<file path="config.mk">
export PLATFORM = sky130hd
export DESIGN_NAME = ctrl_unit_seq
export DESIGN_NICKNAME = d
export VERILOG_FILES = /design/src/rtl/ctrl_pkg.sv /design/src/rtl/ctrl_decode.sv /design/src/rtl/ctrl_unit_seq.sv
export SDC_FILE = /design/constraint.sdc
export NUM_CORES = 1
export LEC_CHECK = 0
export CAP_MARGIN = 20
export CORE_ASPECT_RATIO = 0.75
export CORE_UTILIZATION = 44
export CTS_CLUSTER_SIZE = 40
export DETAILED_ROUTE_END_ITERATION = 8
export HOLD_SLACK_MARGIN = 0.03
export PLACE_DENSITY = 0.86
export SLEW_MARGIN = 10
export SYNTH_ARGS = -nofsm -noshare
export SYNTH_HDL_FRONTEND = slang
export SYNTH_SLANG_ARGS = --single-unit
</file>
<file path="constraint.sdc">
create_clock -name clk -period 1.8 [get_ports clk]
set_input_delay 0.36 -clock clk [delete_from_list [all_inputs] [get_ports clk]]
set_output_delay 0.36 -clock clk [all_outputs]
set_load 0.02 [all_outputs]
</file>
<file path="src/rtl/ctrl_pkg.sv">
// ctrl_pkg: shared definitions for the sequential control unit.
//   - opcode encodings and their 23-bit control words
//   - NOP_WORD driven whenever no live instruction is on the bus
//   - FSM state type, counter width
//   - is_multicycle(): opcodes that occupy the stage for several cycles
package ctrl_pkg;

  localparam int unsigned CTRL_OPC_W = 7;
  localparam int unsigned CTRL_SIG_W = 23;
  localparam int unsigned CNT_W      = 4;

  localparam logic [CTRL_OPC_W-1:0] OPC_ADDI  = 7'b0010001;
  localparam logic [CTRL_OPC_W-1:0] OPC_LOAD  = 7'b0000011;
  localparam logic [CTRL_OPC_W-1:0] OPC_ALU   = 7'b0011001;
  localparam logic [CTRL_OPC_W-1:0] OPC_ALUX  = 7'b0011000;
  localparam logic [CTRL_OPC_W-1:0] OPC_BR    = 7'b1100001;
  localparam logic [CTRL_OPC_W-1:0] OPC_MUL   = 7'b1101000;
  localparam logic [CTRL_OPC_W-1:0] OPC_JAL   = 7'b1100010;

  localparam logic [CTRL_SIG_W-1:0] WORD_ADDI = 23'b01110100000101001100011;
  localparam logic [CTRL_SIG_W-1:0] WORD_LOAD = 23'b01110101000100001100011;
  localparam logic [CTRL_SIG_W-1:0] WORD_ALU  = 23'b01100100000101011100011;
  localparam logic [CTRL_SIG_W-1:0] WORD_ALUX = 23'b01111100000101011100011;
  localparam logic [CTRL_SIG_W-1:0] WORD_BR   = 23'b00000000000001110000000;
  localparam logic [CTRL_SIG_W-1:0] WORD_MUL  = 23'b01100100000001110100000;
  localparam logic [CTRL_SIG_W-1:0] WORD_JAL  = 23'b01100100000000011100010;

  localparam logic [CTRL_SIG_W-1:0] NOP_WORD  = 23'b0;

  typedef enum logic [0:0] {
    ST_IDLE = 1'b0,
    ST_MC   = 1'b1
  } ctrl_state_e;

  // Opcodes that hold the stage for more than one cycle.
  function automatic logic is_multicycle(input logic [CTRL_OPC_W-1:0] opc);
    case (opc)
      OPC_LOAD, OPC_MUL: return 1'b1;
      default:           return 1'b0;
    endcase
  endfunction

endpackage

</file>
<file path="src/rtl/ctrl_decode.sv">
// ctrl_decode: purely combinational opcode lookup.
// Ports:
//   opcode_i     in  OPC_W       opcode from decode
//   word_o       out CTRL_SIG_W  control word (NOP_WORD when not legal)
//   legal_o      out 1           opcode is in the table
//   multicycle_o out 1           legal opcode that occupies several cycles
// Opcodes wider than the table width are legal only if their extra MSBs are 0.
module ctrl_decode
  import ctrl_pkg::*;
#(
  parameter int unsigned OPC_W = 7
) (
  input  logic [OPC_W-1:0]      opcode_i,
  output logic [CTRL_SIG_W-1:0] word_o,
  output logic                  legal_o,
  output logic                  multicycle_o
);

  logic [CTRL_OPC_W-1:0] opc_s;
  logic                  hi_zero_s;
  logic                  hit_s;

  if (OPC_W > CTRL_OPC_W) begin : g_wide
    assign opc_s     = opcode_i[CTRL_OPC_W-1:0];
    assign hi_zero_s = (opcode_i[OPC_W-1:CTRL_OPC_W] == '0);
  end else begin : g_narrow
    assign opc_s     = CTRL_OPC_W'(opcode_i);
    assign hi_zero_s = 1'b1;
  end

  // Table lookup; unknown encodings fall through to NOP and not-legal.
  always_comb begin
    word_o = NOP_WORD;
    hit_s  = 1'b1;
    case (opc_s)
      OPC_ADDI: word_o = WORD_ADDI;
      OPC_LOAD: word_o = WORD_LOAD;
      OPC_ALU:  word_o = WORD_ALU;
      OPC_ALUX: word_o = WORD_ALUX;
      OPC_BR:   word_o = WORD_BR;
      OPC_MUL:  word_o = WORD_MUL;
      OPC_JAL:  word_o = WORD_JAL;
      default: begin
        word_o = NOP_WORD;
        hit_s  = 1'b0;
      end
    endcase
  end

  assign legal_o      = hit_s && hi_zero_s;
  assign multicycle_o = legal_o && is_multicycle(opc_s);

endmodule

</file>
<file path="src/rtl/ctrl_unit_seq.sv">
// ctrl_unit_seq: handshaked, registered opcode -> control-word stage.
// Ports:
//   clk           in  1      rising-edge clock
//   reset         in  1      synchronous active-low reset
//   opcode        in  OPC_W  opcode from decode
//   opcode_valid  in  1      opcode presented this cycle
//   op_ready      out 1      stage accepts an opcode (!busy && !stall)
//   stall         in  1      downstream hold, freezes all state
//   flush         in  1      kill current/in-flight opcode (beats stall)
//   signals       out SIG_W  registered control word
//   signals_valid out 1      signals carries a live word
//   busy          out 1      multi-cycle opcode not yet in its final cycle
//   illegal       out 1      one-cycle pulse for an accepted unknown opcode
module ctrl_unit_seq #(
  parameter int unsigned      OPC_W     = 7,
  parameter int unsigned      SIG_W     = 23,
  parameter int unsigned      MC_CYCLES = 2,
  parameter logic [SIG_W-1:0] NOP_WORD  = SIG_W'(ctrl_pkg::NOP_WORD)
) (
  input  logic             clk,
  input  logic             reset,
  input  logic [OPC_W-1:0] opcode,
  input  logic             opcode_valid,
  output logic             op_ready,
  input  logic             stall,
  input  logic             flush,
  output logic [SIG_W-1:0] signals,
  output logic             signals_valid,
  output logic             busy,
  output logic             illegal
);
  import ctrl_pkg::*;

  localparam logic [CNT_W-1:0] MC_LOAD = CNT_W'(MC_CYCLES - 1);

  ctrl_state_e           state_q;
  logic [CNT_W-1:0]      cnt_q;
  logic [SIG_W-1:0]      signals_q;
  logic                  valid_q;
  logic                  busy_q;
  logic                  illegal_q;

  logic [CTRL_SIG_W-1:0] dec_word_s;
  logic                  dec_legal_s;
  logic                  dec_mc_s;
  logic                  op_ready_s;
  logic                  accept_s;

  ctrl_decode #(.OPC_W(OPC_W)) u_decode (
    .opcode_i     (opcode),
    .word_o       (dec_word_s),
    .legal_o      (dec_legal_s),
    .multicycle_o (dec_mc_s)
  );

  // busy_q is low during the final MC cycle, so a new opcode can issue then.
  assign op_ready_s = !busy_q && !stall;
  assign accept_s   = opcode_valid && op_ready_s;

  // Control FSM: reset > flush > stall > normal sequencing.
  always_ff @(posedge clk) begin
    if (!reset) begin
      state_q   <= ST_IDLE;
      cnt_q     <= '0;
      signals_q <= NOP_WORD;
      valid_q   <= 1'b0;
      busy_q    <= 1'b0;
      illegal_q <= 1'b0;
    end else if (flush) begin
      state_q   <= ST_IDLE;
      cnt_q     <= '0;
      signals_q <= NOP_WORD;
      valid_q   <= 1'b0;
      busy_q    <= 1'b0;
      illegal_q <= 1'b0;
    end else if (!stall) begin
      case (state_q)
        ST_MC: begin
          // Word stays held; leave MC when the last busy cycle ends.
          illegal_q <= 1'b0;
          if (cnt_q <= CNT_W'(1)) begin
            state_q <= ST_IDLE;
            busy_q  <= 1'b0;
          end else begin
            state_q <= ST_MC;
            busy_q  <= 1'b1;
          end
          if (cnt_q != '0) begin
            cnt_q <= cnt_q - CNT_W'(1);
          end
        end
        ST_IDLE: begin
          cnt_q <= '0;
          if (accept_s && !dec_legal_s) begin
            state_q   <= ST_IDLE;
            signals_q <= NOP_WORD;
            valid_q   <= 1'b0;
            busy_q    <= 1'b0;
            illegal_q <= 1'b1;
          end else if (accept_s) begin
            signals_q <= SIG_W'(dec_word_s);
            valid_q   <= 1'b1;
            illegal_q <= 1'b0;
            if (dec_mc_s) begin
              state_q <= ST_MC;
              busy_q  <= 1'b1;
              cnt_q   <= MC_LOAD;
            end else begin
              state_q <= ST_IDLE;
              busy_q  <= 1'b0;
            end
          end else begin
            state_q   <= ST_IDLE;
            signals_q <= NOP_WORD;
            valid_q   <= 1'b0;
            busy_q    <= 1'b0;
            illegal_q <= 1'b0;
          end
        end
        default: begin
          state_q   <= ST_IDLE;
          cnt_q     <= '0;
          signals_q <= NOP_WORD;
          valid_q   <= 1'b0;
          busy_q    <= 1'b0;
          illegal_q <= 1'b0;
        end
      endcase
    end
  end

  assign op_ready      = op_ready_s;
  assign signals       = signals_q;
  assign signals_valid = valid_q;
  assign busy          = busy_q;
  assign illegal       = illegal_q;

endmodule
</file>
* After elaboration in Yosys (flattened, before gate mapping)
Cells that the tools add are included.
Operators by class: order comparisons 1, equality and inequality tests 8, mux-type cells 19, reduce and logical (&&, ||, !) cells 13, bitwise operators 3, add/sub/neg operators 1
Operators by type and width (number):
- 22-bit case mux with 7 select lines | 1
- 23-bit two-way mux | 2
- 7-bit by 5-bit equality test with 1-bit output, second input constant | 3
- 7-bit equality test, second input constant | 3
- 1-bit two-way mux | 12
- 4-bit case mux with 2 select lines | 1
- 7-bit by 2-bit equality test with 1-bit output, second input constant | 1
- 7-bit OR reduction | 1
- 4-bit by 1-bit less-or-equal comparator with 1-bit output, second input constant | 1
- 1-bit logical AND | 4
- 4-bit two-way mux | 1
- 1-bit case mux with 2 select lines | 2
- 2-bit AND reduction | 2
- 4-bit nonzero test | 1
- 2-bit OR reduction | 2
- 4-bit by 1-bit subtractor with 4-bit output, second input constant | 1
- 1-bit logical NOT | 3
- 1-bit NOT | 3
- 2-bit by 1-bit != test with 1-bit output, second input constant | 1
Storage, ports and cells: flip-flop bits (word level) 30, input bits 12, output and inout bits 27

* Depth between registers and ports, before layout
word-level depth 8, depth in mapped cells 5, depth with buffers taken out 5

* Hierarchy
A second synthesis with hierarchy kept.
Second synthesis, totals: cells, all modules 143, area total of the unflattened synthesis 1400.1 µm²
By module, submodules not included:
- ctrl_unit_seq | times used 1, area each 1068.5 µm², seq. area each 600.6 µm², cells each 93
- ctrl_decode | times used 1, area each 331.6 µm², seq. area each 0.0 µm², cells each 50

* Worst setup path after synthesis
Ideal clock, no wire load.
kind register to register, start register busy_q, in the netlist busy, end register signals_q[6], in the netlist signals[6], setup slack 421 ps, required time 1678 ps, cell stages (with the launch flop) 5, path buffers 1, clock period less this slack 1379 ps, arrival time 1257 ps, cells stage by stage dfxtp_1 -> nor2_4 -> and4b_1 -> buf_4 -> a221o_1
Between the ends: cells in the longest elaborated chain, start to end 5, elaborated cells on any way between the ends 8, classes of those cells 2 x mux; 1 x bitwise; 5 x reduce/logical
RTL lines:
- start: declaration | line ctrl_unit_seq.sv:40 | logic busy_q;
- start signal: assignment | line ctrl_unit_seq.sv:67 | busy_q <= 1'b0;
- start signal: assignment | line ctrl_unit_seq.sv:74 | busy_q <= 1'b0;
- start signal: assignment | line ctrl_unit_seq.sv:83 | busy_q <= 1'b0;
- 1-bit logical NOT (*) | line ctrl_unit_seq.sv:57 | assign op_ready_s = !busy_q && !stall;
- 1-bit logical AND (*) | line ctrl_unit_seq.sv:57
- via op_ready | line ctrl_unit_seq.sv:24 | output logic op_ready,
- 1-bit logical AND (*) | line ctrl_unit_seq.sv:58 | assign accept_s = opcode_valid && op_ready_s;
- 23-bit two-way mux / 1-bit logical AND (equally long branches) | line ctrl_unit_seq.sv:100, ctrl_unit_seq.sv:94
- 23-bit two-way mux (*) | line ctrl_unit_seq.sv:94 | if (accept_s && !dec_legal_s) begin
- end signal: assignment | line ctrl_unit_seq.sv:101 | signals_q <= SIG_W'(dec_word_s);
- end: declaration | line ctrl_unit_seq.sv:38 | logic [SIG_W-1:0] signals_q;
The timed path passes the listed nets; every way through them passes the cells marked *. A chain may end at the register's enable or synchronous reset.

* Final worst setup path
start input stall, end output op_ready
Between the ends: cells in the longest elaborated chain, start to end 2
RTL lines:
- start: declaration | line ctrl_unit_seq.sv:25 | input logic stall,
- 1-bit logical NOT
- 1-bit logical AND | line ctrl_unit_seq.sv:57
- end: declaration | line ctrl_unit_seq.sv:24
Every way passes these cells.

==> impl_metrics.tcl <==
set metrics [dict create \
    outcome "completed" \
    reg2regPathDepth 6 \
    max_cap_violations 0 \
    holdWs_ps 446 \
    cts_made_buffers 3 \
    postSynthCellCount 119 \
    yosysUniqueCellTypes 45 \
    port_buffers 29 \
    pre_cts_ws_ps -233 \
    grt.total_usage 0.208 \
    core_region_area_mm2 0.00231 \
    min_path_type "flop to flop" \
    place_area_mm2 0.00144 \
    clkLatencyLatePin_ps 290 \
    die_x_um 59.1 \
    worst_slack_ps 59.6 \
    grt-ovfl-total 0 \
    rows 15 \
    routed_wl_mm 2.60 \
    cts_tree "built" \
    cts.sinks 16 \
    drc_errors 0 \
    grt_pass1_wl_mm 4.04 \
    ys_async_sr_fraction 0 \
    crit_path_cell_trace "clkdlybuf4s50_1 -> nor2_4 -> clkdlybuf4s15_1" \
    place_hpwl_mm 2.01 \
    design_area_mm2 0.00147 \
    post-route-min-period_ps 1740 \
    whs_endpoint "signals[18]$_SDFFE_PP0P_" \
    synth_area_mm2 0.00108 \
    gp_congestion 0.910 \
    criticalPathCategory "primary input to output port" \
    hold_depth 2 \
    cpMaxStageDelayCell "clkdlybuf4s50_1" \
    finClkSkew_ps 3.32 \
    dr.pass1.iters 4 \
    fmax_mhz 575 \
    timing.rr.end "cnt_q[0]$_SDFFE_PP0P_" \
    cts.htree.levels 1 \
    setup_viol 0 \
    endpoint_kind "output port" \
    rrSetupSlack_ps 280 \
    min_from "signals[18]$_SDFFE_PP0P_" \
    clk_pin_slew_ps 90 \
    cp.required_ps 1440 \
    setup-tns-final_ps 0 \
    drv_slew 0 \
    power.density_mw_per_mm2 523 \
    max-clock-path-buffers 2 \
    hold_violations 0 \
    crit_fanout 6 \
    period_share 0.967 \
    ys_ff_latch 16 \
    irDropWorstVdd_uv 273 \
    worst_path_largest_cell_delay_ps 460 \
    area_delta_synth_final_pct 36.8 \
    grt_max_degree 10 \
    synth_seq_area_share 0.297 \
    dieArea_mm2 0.00265 \
    cp-start-kind "primary input" \
    critPathTopFamily "buffers and inverters" \
    route.vias.total 1006 \
    drive_above_1_share 0.200 \
    path_buf_inv 2 \
    cts_root_buf "clkbuf_4" \
    die_h_um 44.9 \
    num-nets-final 176 \
    ys_warn_count 0 \
    pin_count 39 \
    n_fill_cell 200 \
    r2r-start "cnt_q[0]$_SDFFE_PP0P_" \
    synth_edf_count 0 \
    cts_resized 2 \
    rsz0062_at_grt "no" \
    arrival_ps 1380 \
    via_per_inst 5.19 \
    syn_avg_cell_area_um2 9.05 \
    diodes 0 \
    synthFlopType "dfxtp_1" \
    initial_utilization 0.467 \
    antenna_left 0 \
    grt_pass1_vias 883 \
    postCtsHoldBufs 0 \
    cts_setup_buffers 0 \
    routedWlPerCell_um 13.4 \
    p_leak_nw 0.626 \
    antenna_found_initial 0 \
    first_iter_violations 21 \
]
## sequential cells by signal, indices dropped and copies added (netlist names)
name and flops:
busy 1, signals_valid 1, cnt_q 4, illegal 1
signals 9
## Yosys cell counts (2+ instances only)
library cell   n  area share
mux2i_1        2       0.019
nand2_1        9       0.031
nor2_1         6       0.021
nand2b_1       3       0.017
buf_4         17        0.12
o21ai_1        3       0.014
dfxtp_1       16        0.30
and2b_4        2       0.019
o21ai_0        4       0.019
nand3b_1       3       0.021
and3b_1        3       0.024
a211o_1        2       0.016
inv_1          3       0.010
nand4_1        2       0.012
nand3_1        3       0.014
nor2b_1        2       0.012
a22oi_1        2       0.014
ha_1           3       0.035
a32o_1         3       0.028
o41ai_1        2       0.016
nand4b_1       2       0.016
a21oi_1        4       0.019
## logic make-up (layout without fill, tap and decap cells)
kind of cell,after synthesis,in the layout,share of synthesized area
buffers and inverters,22,55,0.144
XOR/XNOR,2,2,0.0163
other,1,9,0.00348
multiplexers,2,2,0.0186
adder cells (fa/ha/maj),3,3,0.0348
flip-flops,16,16,0.297
AO/OA/AOI/OAI,30,30,0.217
AND/OR/NAND/NOR,43,43,0.268
## cell usage in the layout (no fill, tap or decap), types with 2 or more instances in the layout
master	instances
nand3b_1	3
o21ai_1	3
o21ai_0	4
a211o_1	2
nand4b_1	2
conb_1	9
nand2b_1	3
nor2b_1	2
nand3_1	3
a32o_1	3
buf_4	19
mux2i_1	2
a21oi_1	4
dfxtp_1	16
nor2_1	6
clkdlybuf4s50_1	27
inv_1	3
ha_1	3
nand4_1	2
o41ai_1	2
clkbuf_4	3
a22oi_1	2
nand2_1	9
and2b_4	2
and3b_1	3
## worst register-to-register path, cell delays in order (launching register included)
cell     delay (ps)
dfxtp_1         450
inv_1           100
ha_1            210
a31oi_1         240
buf_4           160
mux2i_1         180
o21ai_1          80
## area by class of cell
| type | count | area [um2] | share of cell area |
|---|---|---|---|
| timing repair buffer | 48 | 432 | 0.293 |
| multi-input combinational | 89 | 632 | 0.429 |
| tap | 34 | 42.5 | 0.0289 |
| sequential | 16 | 320 | 0.217 |
| clock buffer | 4 | 36.3 | 0.0246 |
| inverter | 3 | 11.3 | 0.00764 |
## metal layers
layer,share of wire,GRT usage,routed length [um],vias up
li1,-,-,-,498
met1,0.48,0.259,1240,471
met2,0.48,0.352,1250,35
met3,0.038,0.0516,98,2
met4,0.0069,0.0762,18,0
met5,0,0,0,-
## how the worst max path moves through the flow
stage	to	from	depth (start not counted)	slack, ps
detailed placement	op_ready	stall	3	-230
global route	op_ready	stall	3	20
finish	op_ready	stall	3	60
floorplan	signals[6]$_SDFFE_PP0P_	busy$_SDFFE_PP0N_	4	420
global placement	op_ready	stall	3	-240
CTS	op_ready	stall	3	40
## metrics by stage
step                      power, W   util  instances
after CTS                 0.000776  0.638        194
after floorplan           0.000470      -        127
final                     0.000771  0.638        194
after global placement    0.000527  0.623        190
after detailed placement  0.000533  0.623        190
after global routing      0.000805  0.638        194
## power breakdown
group	leakage [nW]	internal [W]	total [W]	switching, W
combinational	0.476	0.0000806	0.000168	0.0000879
clock	0.0210	0.000123	0.000243	0.000120
sequential	0.129	0.000357	0.000359	0.00000234
total	0.626	0.000561	0.000771	0.000210
Power figures use the tool's default switching activity.
